===== config.mk =====
export PLATFORM = sky130hd
export DESIGN_NAME = pipelined_rca
export DESIGN_NICKNAME = d
export VERILOG_FILES = /design/src/rtl/pipelined_rca_pkg.sv /design/src/rtl/full_adder.sv /design/src/rtl/pipelined_rca_slice.sv /design/src/rtl/pipelined_rca.sv
export SDC_FILE = /design/constraint.sdc
export NUM_CORES = 1
export LEC_CHECK = 0
export ABC_AREA = 1
export CORE_MARGIN = 2
export CORE_UTILIZATION = 36
export CTS_CLUSTER_DIAMETER = 30
export DETAILED_ROUTE_END_ITERATION = 16
export MAX_ROUTING_LAYER = met4
export PLACE_DENSITY_LB_ADDON = 0.12
export SLEW_MARGIN = 10
export SYNTH_ARGS = -nofsm -noshare
export SYNTH_HDL_FRONTEND = slang
export SYNTH_SLANG_ARGS = --single-unit

===== constraint.sdc =====
create_clock -name clk -period 4.2 [get_ports clk]
set_input_delay 0.84 -clock clk [delete_from_list [all_inputs] [get_ports clk]]
set_output_delay 0.84 -clock clk [all_outputs]
set_load 0.005 [all_outputs]

===== src/rtl/pipelined_rca_pkg.sv =====
// Shared types and helpers for the pipelined ripple-carry adder.
//   op_e          : per-transaction operation encoding (add / subtract)
//   stage_ctrl_t  : width-independent part of a pipeline stage register
//   rca_cfg_ok()  : elaboration-time legality check of DATA_WIDTH / STAGES
package pipelined_rca_pkg;

    typedef enum logic {
        OP_ADD = 1'b0,
        OP_SUB = 1'b1
    } op_e;

    // Per-stage control bits. The width-dependent fields (partial result and
    // remaining a / b_eff bits) sit beside this struct in the top module,
    // because their widths follow the top-level parameters.
    typedef struct packed {
        logic valid;
        logic carry;
        logic msb_cin;
    } stage_ctrl_t;

    function automatic bit rca_cfg_ok(input int unsigned width, input int unsigned stages);
        return (stages >= 1) && (stages <= width) && ((width % stages) == 0);
    endfunction

endpackage


===== src/rtl/full_adder.sv =====
// One-bit full adder cell.
//   a, b, cin : addend bits and carry-in
//   sum, cout : sum bit and carry-out
module full_adder (
    input  logic a,
    input  logic b,
    input  logic cin,
    output logic sum,
    output logic cout
);

    assign sum  = a ^ b ^ cin;
    assign cout = (a & b) | (cin & (a ^ b));

endmodule


===== src/rtl/pipelined_rca_slice.sv =====
// Combinational W-bit ripple-carry slice built from full_adder cells.
//   a, b    : slice operands
//   cin     : carry into bit 0
//   sum     : slice sum
//   cout    : carry out of bit W-1
//   msb_cin : carry into bit W-1 (feeds signed-overflow detection)
module rca_slice #(
    parameter int unsigned W = 4
) (
    input  logic [W-1:0] a,
    input  logic [W-1:0] b,
    input  logic         cin,
    output logic [W-1:0] sum,
    output logic         cout,
    output logic         msb_cin
);

    logic [W:0] c;

    assign c[0] = cin;

    for (genvar i = 0; i < W; i++) begin : g_bit
        full_adder u_fa (
            .a    (a[i]),
            .b    (b[i]),
            .cin  (c[i]),
            .sum  (sum[i]),
            .cout (c[i+1])
        );
    end

    assign cout    = c[W];
    assign msb_cin = c[W-1];

endmodule


===== src/rtl/pipelined_rca.sv =====
// Pipelined ripple-carry adder/subtractor with valid/ready handshake.
// The carry chain is cut into STAGES slices of SLICE_W bits; each stage
// registers its slice, so one operand pair moves through per cycle.
//   clk, rst_n          : clock, asynchronous active-low reset
//   in_valid / in_ready : operand handshake (in_ready = pipeline may advance)
//   a, b, sub           : operands, sub=1 selects a-b
//   out_valid/out_ready : result handshake
//   result, cout, ovf   : low DATA_WIDTH bits, final carry, signed overflow
module pipelined_rca
    import pipelined_rca_pkg::*;
#(
    parameter int unsigned DATA_WIDTH = 8,
    parameter int unsigned STAGES     = 2
) (
    input  logic                  clk,
    input  logic                  rst_n,
    input  logic                  in_valid,
    output logic                  in_ready,
    input  logic [DATA_WIDTH-1:0] a,
    input  logic [DATA_WIDTH-1:0] b,
    input  logic                  sub,
    output logic                  out_valid,
    input  logic                  out_ready,
    output logic [DATA_WIDTH-1:0] result,
    output logic                  cout,
    output logic                  ovf
);

    localparam int unsigned SLICE_W = DATA_WIDTH / STAGES;

    if (!rca_cfg_ok(DATA_WIDTH, STAGES)) begin : g_cfg_check
        $error("pipelined_rca: DATA_WIDTH must be a nonzero multiple of STAGES");
    end

    // Registered view of every stage, indexed by stage number.
    stage_ctrl_t           ctrl_arr  [STAGES];
    logic [DATA_WIDTH-1:0] res_arr   [STAGES];
    logic [DATA_WIDTH-1:0] a_rem_arr [STAGES];
    logic [DATA_WIDTH-1:0] b_rem_arr [STAGES];

    logic                  advance;
    logic [DATA_WIDTH-1:0] b_eff;

    // Global stall: the whole pipe moves only when the tail can drain.
    always_comb begin
        advance = !ctrl_arr[STAGES-1].valid || out_ready;
        b_eff   = (op_e'(sub) == OP_SUB) ? ~b : b;
    end

    assign in_ready = advance;

    for (genvar k = 0; k < STAGES; k++) begin : g_stage
        stage_ctrl_t           ctrl_d,  ctrl_q;
        logic [DATA_WIDTH-1:0] res_d,   res_q;
        logic [DATA_WIDTH-1:0] a_rem_d, a_rem_q;
        logic [DATA_WIDTH-1:0] b_rem_d, b_rem_q;

        logic                  in_v;
        logic                  in_cin;
        logic [DATA_WIDTH-1:0] in_a;
        logic [DATA_WIDTH-1:0] in_b;
        logic [DATA_WIDTH-1:0] in_res;

        logic [SLICE_W-1:0]    sl_sum;
        logic                  sl_cout;
        logic                  sl_msb_cin;

        // Stage input: fresh operands at the head, previous stage otherwise.
        if (k == 0) begin : g_head
            always_comb begin
                in_v   = in_valid;
                in_cin = sub;
                in_a   = a;
                in_b   = b_eff;
                in_res = '0;
            end
        end else begin : g_body
            always_comb begin
                in_v   = ctrl_arr[k-1].valid;
                in_cin = ctrl_arr[k-1].carry;
                in_a   = a_rem_arr[k-1];
                in_b   = b_rem_arr[k-1];
                in_res = res_arr[k-1];
            end
        end

        // Remaining operand bits are kept right-aligned, so every stage
        // consumes the low SLICE_W bits.
        rca_slice #(
            .W (SLICE_W)
        ) u_slice (
            .a       (in_a[SLICE_W-1:0]),
            .b       (in_b[SLICE_W-1:0]),
            .cin     (in_cin),
            .sum     (sl_sum),
            .cout    (sl_cout),
            .msb_cin (sl_msb_cin)
        );

        // Next-state: hold on stall, otherwise capture this stage's slice.
        always_comb begin
            ctrl_d  = ctrl_q;
            res_d   = res_q;
            a_rem_d = a_rem_q;
            b_rem_d = b_rem_q;
            if (advance) begin
                ctrl_d.valid   = in_v;
                ctrl_d.carry   = sl_cout;
                ctrl_d.msb_cin = sl_msb_cin;
                res_d          = in_res;
                res_d[k*SLICE_W +: SLICE_W] = sl_sum;
                a_rem_d        = in_a >> SLICE_W;
                b_rem_d        = in_b >> SLICE_W;
            end
        end

        // Stage register.
        always_ff @(posedge clk or negedge rst_n) begin
            if (!rst_n) begin
                ctrl_q  <= '0;
                res_q   <= '0;
                a_rem_q <= '0;
                b_rem_q <= '0;
            end else begin
                ctrl_q  <= ctrl_d;
                res_q   <= res_d;
                a_rem_q <= a_rem_d;
                b_rem_q <= b_rem_d;
            end
        end

        assign ctrl_arr[k]  = ctrl_q;
        assign res_arr[k]   = res_q;
        assign a_rem_arr[k] = a_rem_q;
        assign b_rem_arr[k] = b_rem_q;
    end

    // Outputs come straight from the last stage register.
    assign out_valid = ctrl_arr[STAGES-1].valid;
    assign result    = res_arr[STAGES-1];
    assign cout      = ctrl_arr[STAGES-1].carry;
    assign ovf       = ctrl_arr[STAGES-1].carry ^ ctrl_arr[STAGES-1].msb_cin;

endmodule


==> results of run 1 <==
## state kept, by name (all words and copies together) (netlist names)
register	flops
g_stage.res_q	4
result	8
cout	1
g_stage.b_rem_q	4
g_stage.in_v	1
out_valid	1
g_stage.in_cin	1
g_stage.a_rem_q	4
ctrl_arr	1
## area by class of cell
cell class,instances,area [um2]
fillers,350,1710
flip-flops and latches,25,626
multi-input cells,89,495
repair buffers,32,315
inverters,21,78.8
well taps,46,57.6
clock buffers,3,22.5
clock inverters,1,5.00
## cells by family after synthesis
group | synth area share
AND/OR/NAND/NOR | 0.219
adder cells (fa/ha/maj) | 0.113
buffers and inverters | 0.0922
flip-flops | 0.507
AO/OA/AOI/OAI | 0.0405
XOR/XNOR | 0.0284
## synth_stat cells (all sizes together)
library cell	instances	area share
dfrtp	25	0.51
buf	5	0.028
fa	7	0.11
xnor2	2	0.014
nand3	4	0.016
inv	21	0.064
nor2	1	0.0091
xor2	2	0.014
o21ai	10	0.041
nand2	63	0.19
## cells in the final DEF (no fill, tap or decap)
master           synthesis  layout
buf_2                    1       1
clkbuf_4                 0       3
clkdlybuf4s50_1          0      31
clkinv_2                 0       1
dfrtp_1                 25      25
fa_1                     7       7
inv_1                   20      20
inv_2                    1       1
nand2_1                 62      62
nand2_2                  1       1
nand3_1                  4       4
nor2_4                   1       1
o21ai_0                 10      10
xnor2_1                  2       2
xor2_1                   2       2
## worst paths after layout
kind | startpoint | end | slack [ns] | cells past startpoint
worst max-delay path | out_ready | in_ready | 1.01 | 4
worst min register to register | g_stage[1].in_v$_DFFE_PN0P_ | out_valid$_DFFE_PN0P_ | 0.48 | 2
worst min-delay path | g_stage[1].in_v$_DFFE_PN0P_ | out_valid$_DFFE_PN0P_ | 0.48 | 2
worst max register to register | g_stage[1].in_cin$_DFFE_PN0P_ | result[7]$_DFFE_PN0P_ | 2.00 | 10
max in group asynchronous | rst_n | result[3]$_DFFE_PN0P_ | 3.35 | 1
min in group asynchronous | rst_n | g_stage[0].a_rem_q[0]$_DFFE_PN0P_ | 0.49 | 1
## critical path: stages
cell and delay [ns]:
clkdlybuf4s50_1 0.52, inv_1 0.07, nand2_2 0.33, clkdlybuf4s50_1 0.59
## per-layer routing
metal | GRT usage | vias up | wire, um
met2 | 0.216 | 27 | 950
met5 | - | - | 0
li1 | - | 476 | -
met1 | 0.139 | 408 | 1020
met4 | 0.0750 | 0 | 54
met3 | 0.0198 | 6 | 112
## through the flow
| step | hold WS (ns) | instances | setup slack, ns | utilization |
|---|---|---|---|---|
| floorplan | 0.419 | 140 | 1.61 | - |
| global placement | 0.430 | 213 | 1.01 | 0.477 |
| detailed placement | 0.447 | 213 | 1.01 | 0.477 |
| CTS | 0.478 | 217 | 1.00 | 0.485 |
| global route | 0.498 | 217 | 0.924 | 0.483 |
| finish | 0.482 | 217 | 1.01 | 0.483 |
## power breakdown
group	switching (mW)	internal, mW
Clock	0.0720	0.0357
Combinational	0.0944	0.128
Sequential	0.0330	0.300
Total	0.199	0.463
==> impl_metrics.json, run 1 <==
{
  "syn_avg_cell_area_um2": 8.82,
  "grt_pass1_vias": 912,
  "critPathLaunchType": "input pin",
  "maxCapViolations": 0,
  "status": "complete, no violations",
  "antennaDiodeCount": 0,
  "syn_nets": 168,
  "path_max_fanout": 25,
  "io_pins": 33,
  "design_area_mm2": 0.00160,
  "io_buffers": 32,
  "fin_skew_ns": 0.000829,
  "place.gp.congestion": 0.694,
  "synth-seq-area-share": 0.507,
  "place_area_mm2": 0.00158,
  "track_usage": 0.126,
  "die_y_um": 62.6,
  "grt_setup_unrepaired": "false",
  "layout_min_cycle_time_ns": 3.19,
  "vias": 917,
  "initial_core_util": 0.373,
  "grt_max_degree": 26,
  "max-slew-margin-rel": 0.631,
  "route.detailed.drc": 0,
  "worst-endpoint-arrival_ns": 2.35,
  "layout-drive-gt1-share": 0.0468,
  "worst_pin_slew_ns": 0.553,
  "syn_inst": 140,
  "drtPass1Iterations": 4,
  "ys_ff_latch": 25,
  "root_buffer": "clkbuf_4",
  "clk_pin_slew_ns": 0.13,
  "post_cts_buffers": 0,
  "wire_per_inst_um": 9.85,
  "tritoncts": "built",
  "die_w_um": 62.6,
  "numCtsBuffers": 3,
  "syn_area_mm2": 0.00123,
  "holdBufCountCts": 0,
  "tns_ns": 0,
  "drt-initial-drc-count": 33,
  "finalPower_mw": 0.662,
  "yosys_warnings": 0,
  "gr-total-overflow": 0,
  "hp-class": "reg2reg",
  "hold_viol": 0,
  "peakVddDrop_uv": 102,
  "dieArea_mm2": 0.00392,
  "crit_required_ns": 3.36,
  "clk_latency_ns": 0.32,
  "p_leak_nw": 0.811,
  "clockBufferDepth": 2,
  "post_cts_resized": 0,
  "crit_path_end_kind": "output pin",
  "maxSlewViolCount": 0,
  "fin_crit_sh": 0.760,
  "ant_nets": 0,
  "critPathKind": "in2out",
  "setup_viol": 0,
  "core_area_mm2": 0.00331,
  "antenna_found_initial": 0,
  "cts.sinks": 25,
  "nets": 200,
  "ys_types": 13,
  "drt_wl_total_um": 2140,
  "p_per_area_mw_per_mm2": 414,
  "h-tree-depth": 1,
  "viasPerCell": 4.23,
  "max_freq_ghz": 0.313,
  "grt_first_pass_wirelength_um": 3860,
  "synthToLayoutAreaGrowth_pct": 29.6,
  "rows": 21,
  "place_hpwl_um": 1590
}
No activity file was read; power rests on OpenSTA's default activity.
==> run 2, diff against run 1 <==
clock period = 2.6 ns   (was 4.2 ns; I/O delays follow)
==> impl_metrics.json, run 2 (synthesis results as in run 1) <==
{
  "post_cts_resized": 0,
  "grt_setup_unrepaired": "false",
  "antennaDiodeCount": 0,
  "largest_reg_flops": 8,
  "hold_depth": 2,
  "hold_viol": 0,
  "clockBufferDepth": 2,
  "cts.sinks": 25,
  "rows": 21,
  "gr-total-overflow": 0,
  "grt_pass1_vias": 953,
  "place_area_mm2": 0.00160,
  "setup_viol": 0,
  "maxSlewViolCount": 0,
  "drt_wl_total_um": 2160,
  "fin_ws_ns": 0.281,
  "io_buffers": 32,
  "place.gp.congestion": 0.684,
  "clk_pin_slew_ns": 0.15,
  "synthToLayoutAreaGrowth_pct": 32.0,
  "holdBufCountCts": 0,
  "post-place-ws_ns": -0.0933,
  "track_usage": 0.129,
  "final_common_cell": "nand2_1",
  "drtPass1Iterations": 4,
  "p_leak_nw": 0.822,
  "dieArea_mm2": 0.00392,
  "fin_skew_ns": 0.00917,
  "peakVddDrop_uv": 166,
  "max_freq_ghz": 0.431,
  "nets": 203,
  "cp_num_buf_inv": 3,
  "wire_per_inst_um": 9.80,
  "p_per_area_mw_per_mm2": 663,
  "grt_max_degree": 26,
  "vias": 939,
  "tns_ns": 0,
  "drt-initial-drc-count": 38,
  "maxCapViolations": 0,
  "crit_required_ns": 2.84,
  "clk_latency_ns": 0.32,
  "numCtsBuffers": 3,
  "die_y_um": 62.6,
  "design_area_mm2": 0.00163,
  "h-tree-depth": 1,
  "critPathKind": "in2reg",
  "grt_first_pass_wirelength_um": 3940,
  "slowest_stage": "clkdlybuf4s50_1",
  "tritoncts": "built",
  "crit_path_end_kind": "flip-flop",
  "antenna_found_initial": 0,
  "die_w_um": 62.6,
  "fin_crit_sh": 0.892,
  "path_cells": "clkdlybuf4s50_1, inv_1, nand2_1, o21ai_0, fa_1, fa_1, inv_1, fa_1, nand2_1, nand2_1",
  "critPathMaxStageDelay_ns": 0.47,
  "place_hpwl_um": 1620,
  "viasPerCell": 4.27,
  "io_pins": 33,
  "reg2reg_depth": 10,
  "cp_top_family": "adder cells",
  "initial_core_util": 0.373,
  "worst-endpoint-arrival_ns": 2.56,
  "path_max_fanout": 2,
  "critPathLaunchType": "input pin",
  "fillCellCount": 355,
  "hp-class": "reg2reg",
  "layout-drive-gt1-share": 0.0575,
  "mostFrequentLayoutCells": "nand2_1, clkdlybuf4s50_1, dfrtp_1, inv_1, o21ai_0",
  "layout_min_cycle_time_ns": 2.32,
  "core_area_mm2": 0.00331,
  "status": "complete, no violations",
  "root_buffer": "clkbuf_4",
  "worst_pin_slew_ns": 0.511,
  "max-slew-margin-rel": 0.659,
  "ant_nets": 0,
  "cp_num_cells": 10,
  "route.detailed.drc": 0,
  "post_cts_buffers": 0,
  "fin_util": 0.492
}
## run 2: cell types whose count changed in the layout (fill, tap and decap cells not counted)
cell,delta
buf_4,+3
clkinv_2,-1
buf_2,-1
clkinvlp_4,+1
clkdlybuf4s50_1,+1
## run 2: stage by stage
step                      power [mW]  hold slack, ns  instances
final                           1.08           0.465        220
after global routing            1.17           0.511        220
after CTS                       1.10           0.472        220
after detailed placement       0.917           0.438        216
after global placement         0.910           0.434        216
after floorplan                0.714           0.224        140
## run 2: final timing paths
path	startpoint	end	slack, ns
setup / recovery	a[0]	g_stage[0].res_q[3]$_DFFE_PN0P_	0.28
hold / removal	g_stage[1].in_v$_DFFE_PN0P_	out_valid$_DFFE_PN0P_	0.47
setup reg to reg	g_stage[1].in_cin$_DFFE_PN0P_	result[7]$_DFFE_PN0P_	0.45
hold reg to reg	g_stage[1].in_v$_DFFE_PN0P_	out_valid$_DFFE_PN0P_	0.47
max in group asynchronous	rst_n	result[5]$_DFFE_PN0P_	1.82
min in group asynchronous	rst_n	g_stage[0].b_rem_q[2]$_DFFE_PN0P_	0.54
## run 2: worst min-delay path: stages (launching register included)
cell and delay (ns):
dfrtp_1 0.35, inv_1 0.04, nand2_1 0.05
## run 2: report_power, final
group          total (mW)  leakage, nW  switching (mW)  internal (mW)
clock               0.181       0.0139           0.122         0.0588
combinational       0.364        0.508           0.154          0.211
sequential          0.535        0.300          0.0512          0.484
## run 2: final cells by class
cell class / instances / area (um2) / area share
multi-input combinational: 89 / 495 / 0.304
clock buffer: 3 / 22.5 / 0.0138
sequential: 25 / 626 / 0.384
clock inverter: 1 / 7.51 / 0.00460
tap: 46 / 57.6 / 0.0353
timing repair buffer: 35 / 343 / 0.210
inverter: 21 / 78.8 / 0.0484
## run 2: per-layer routing
metal	part of all wire	global-route usage	vias up
li1	-	-	479
met1	0.45	0.152	432
met2	0.48	0.218	26
met3	0.052	0.0180	2
met4	0.015	0.0667	0
met5	0	-	-
==> run 3, diff against run 2 <==
CORE_MARGIN = default   (was 2)
TNS_END_PERCENT = 10   (was default)
==> impl_metrics.json, run 3 (synthesis results as in run 1) <==
{
  "status": "complete, no violations",
  "largest_reg_flops": 8,
  "path_max_fanout": 2,
  "grt_pass1_vias": 948,
  "reg2reg_depth": 10,
  "finalPower_mw": 1.07,
  "layout-drive-gt1-share": 0.0517,
  "peakVddDrop_uv": 174,
  "maxSlewViolCount": 0,
  "worst-endpoint-arrival_ns": 2.58,
  "root_buffer": "clkbuf_4",
  "p_per_area_mw_per_mm2": 656,
  "wire_per_inst_um": 9.87,
  "slowest_stage": "clkdlybuf4s50_1",
  "place.gp.congestion": 0.725,
  "core_area_mm2": 0.00315,
  "dieArea_mm2": 0.00367,
  "io_buffers": 32,
  "drt_wl_total_um": 2150,
  "clk_latency_ns": 0.30,
  "synthToLayoutAreaGrowth_pct": 31.5,
  "h-tree-depth": 1,
  "critPathKind": "in2reg",
  "viasPerCell": 4.26,
  "holdBufCountCts": 0,
  "fin_crit_sh": 0.913,
  "route.detailed.drc": 0,
  "fin_skew_ns": 0.00690,
  "setup_viol": 0,
  "antenna_found_initial": 0,
  "max_freq_ghz": 0.421,
  "mostFrequentLayoutCells": "nand2_1, clkdlybuf4s50_1, dfrtp_1, inv_1, o21ai_0",
  "clockBufferDepth": 2,
  "grt_max_degree": 26,
  "ant_nets": 0,
  "hp-class": "reg2reg",
  "critPathMaxStageDelay_ns": 0.48,
  "final_common_cell": "nand2_1",
  "post-place-cells": 214,
  "layout_min_cycle_time_ns": 2.37,
  "hold_depth": 2,
  "initial_core_util": 0.392,
  "cts.sinks": 25,
  "gr-total-overflow": 0,
  "worst_pin_slew_ns": 0.514,
  "rows": 20,
  "grt_setup_unrepaired": "false",
  "instances_no_fill": 218,
  "path_cells": "clkdlybuf4s50_1, inv_1, nand2_1, o21ai_0, fa_1, fa_1, inv_1, fa_1, nand2_1, nand2_1",
  "maxCapViolations": 0,
  "hold_viol": 0,
  "p_leak_nw": 0.823,
  "vias": 928,
  "crit_path_end_kind": "flip-flop",
  "holdWs_ns": 0.471,
  "drt-initial-drc-count": 24,
  "max-slew-margin-rel": 0.656,
  "die_y_um": 60.6,
  "tritoncts": "built",
  "post_cts_buffers": 0,
  "fin_util": 0.515,
  "place_hpwl_um": 1610,
  "track_usage": 0.151,
  "critPathLaunchType": "input pin",
  "drtPass1Iterations": 4,
  "fillCellCount": 331,
  "io_pins": 33,
  "numCtsBuffers": 3,
  "nets": 203,
  "grt_first_pass_wirelength_um": 3910,
  "post_cts_resized": 0,
  "antennaDiodeCount": 0,
  "clk_pin_slew_ns": 0.13,
  "crit_required_ns": 2.81,
  "die_w_um": 60.6
}
[run 3: final timing paths]
check / start / endpoint / slack [ns]
setup / recovery: a[0] / g_stage[0].res_q[3]$_DFFE_PN0P_ / 0.23
setup reg to reg: g_stage[1].in_cin$_DFFE_PN0P_ / result[7]$_DFFE_PN0P_ / 0.40
max in group asynchronous: rst_n / g_stage[0].a_rem_q[3]$_DFFE_PN0P_ / 1.80
hold reg to reg: g_stage[1].in_v$_DFFE_PN0P_ / out_valid$_DFFE_PN0P_ / 0.47
min in group asynchronous: rst_n / out_valid$_DFFE_PN0P_ / 0.55
hold / removal: g_stage[1].in_v$_DFFE_PN0P_ / out_valid$_DFFE_PN0P_ / 0.47
[run 3: metrics by stage]
stage / setup slack, ns / setup TNS [ns] / cell area, um2
floorplan: 0.333 / 0 / 1230
global placement: -0.0387 / -0.0387 / 1600
detailed placement: -0.0921 / -0.0921 / 1600
CTS: 0.251 / 0 / 1620
global route: 0.135 / 0 / 1620
finish: 0.227 / 0 / 1620
[run 3: critical path: cells and delay by family]
family	cells	cell delay, ns
fa+ha+maj	3	1.17
compound gates	1	0.11
simple gates	3	0.19
buf+inv	3	0.60
[run 3: layer usage]
| metal | track usage | share of wire | vias up | wire length, um |
|---|---|---|---|---|
| li1 | - | - | 487 | - |
| met1 | 0.184 | 0.47 | 415 | 1000 |
| met2 | 0.245 | 0.48 | 24 | 1030 |
| met3 | 0.0192 | 0.043 | 2 | 93 |
| met4 | 0.0779 | 0.013 | 0 | 27 |
| met5 | - | 0 | - | 0 |
[run 3: area by class of cell]
class,instances,area [um2],area share
multi-input cells,89,495,0.305
flip-flops and latches,25,626,0.385
well taps,44,55.1,0.0339
clock buffers,4,26.3,0.0162
inverters,21,78.8,0.0485
repair buffers,35,343,0.211
[run 3: power by group]
part | switching [mW] | internal, mW
logic | 0.155 | 0.211
clock network | 0.104 | 0.0597
registers | 0.0516 | 0.484
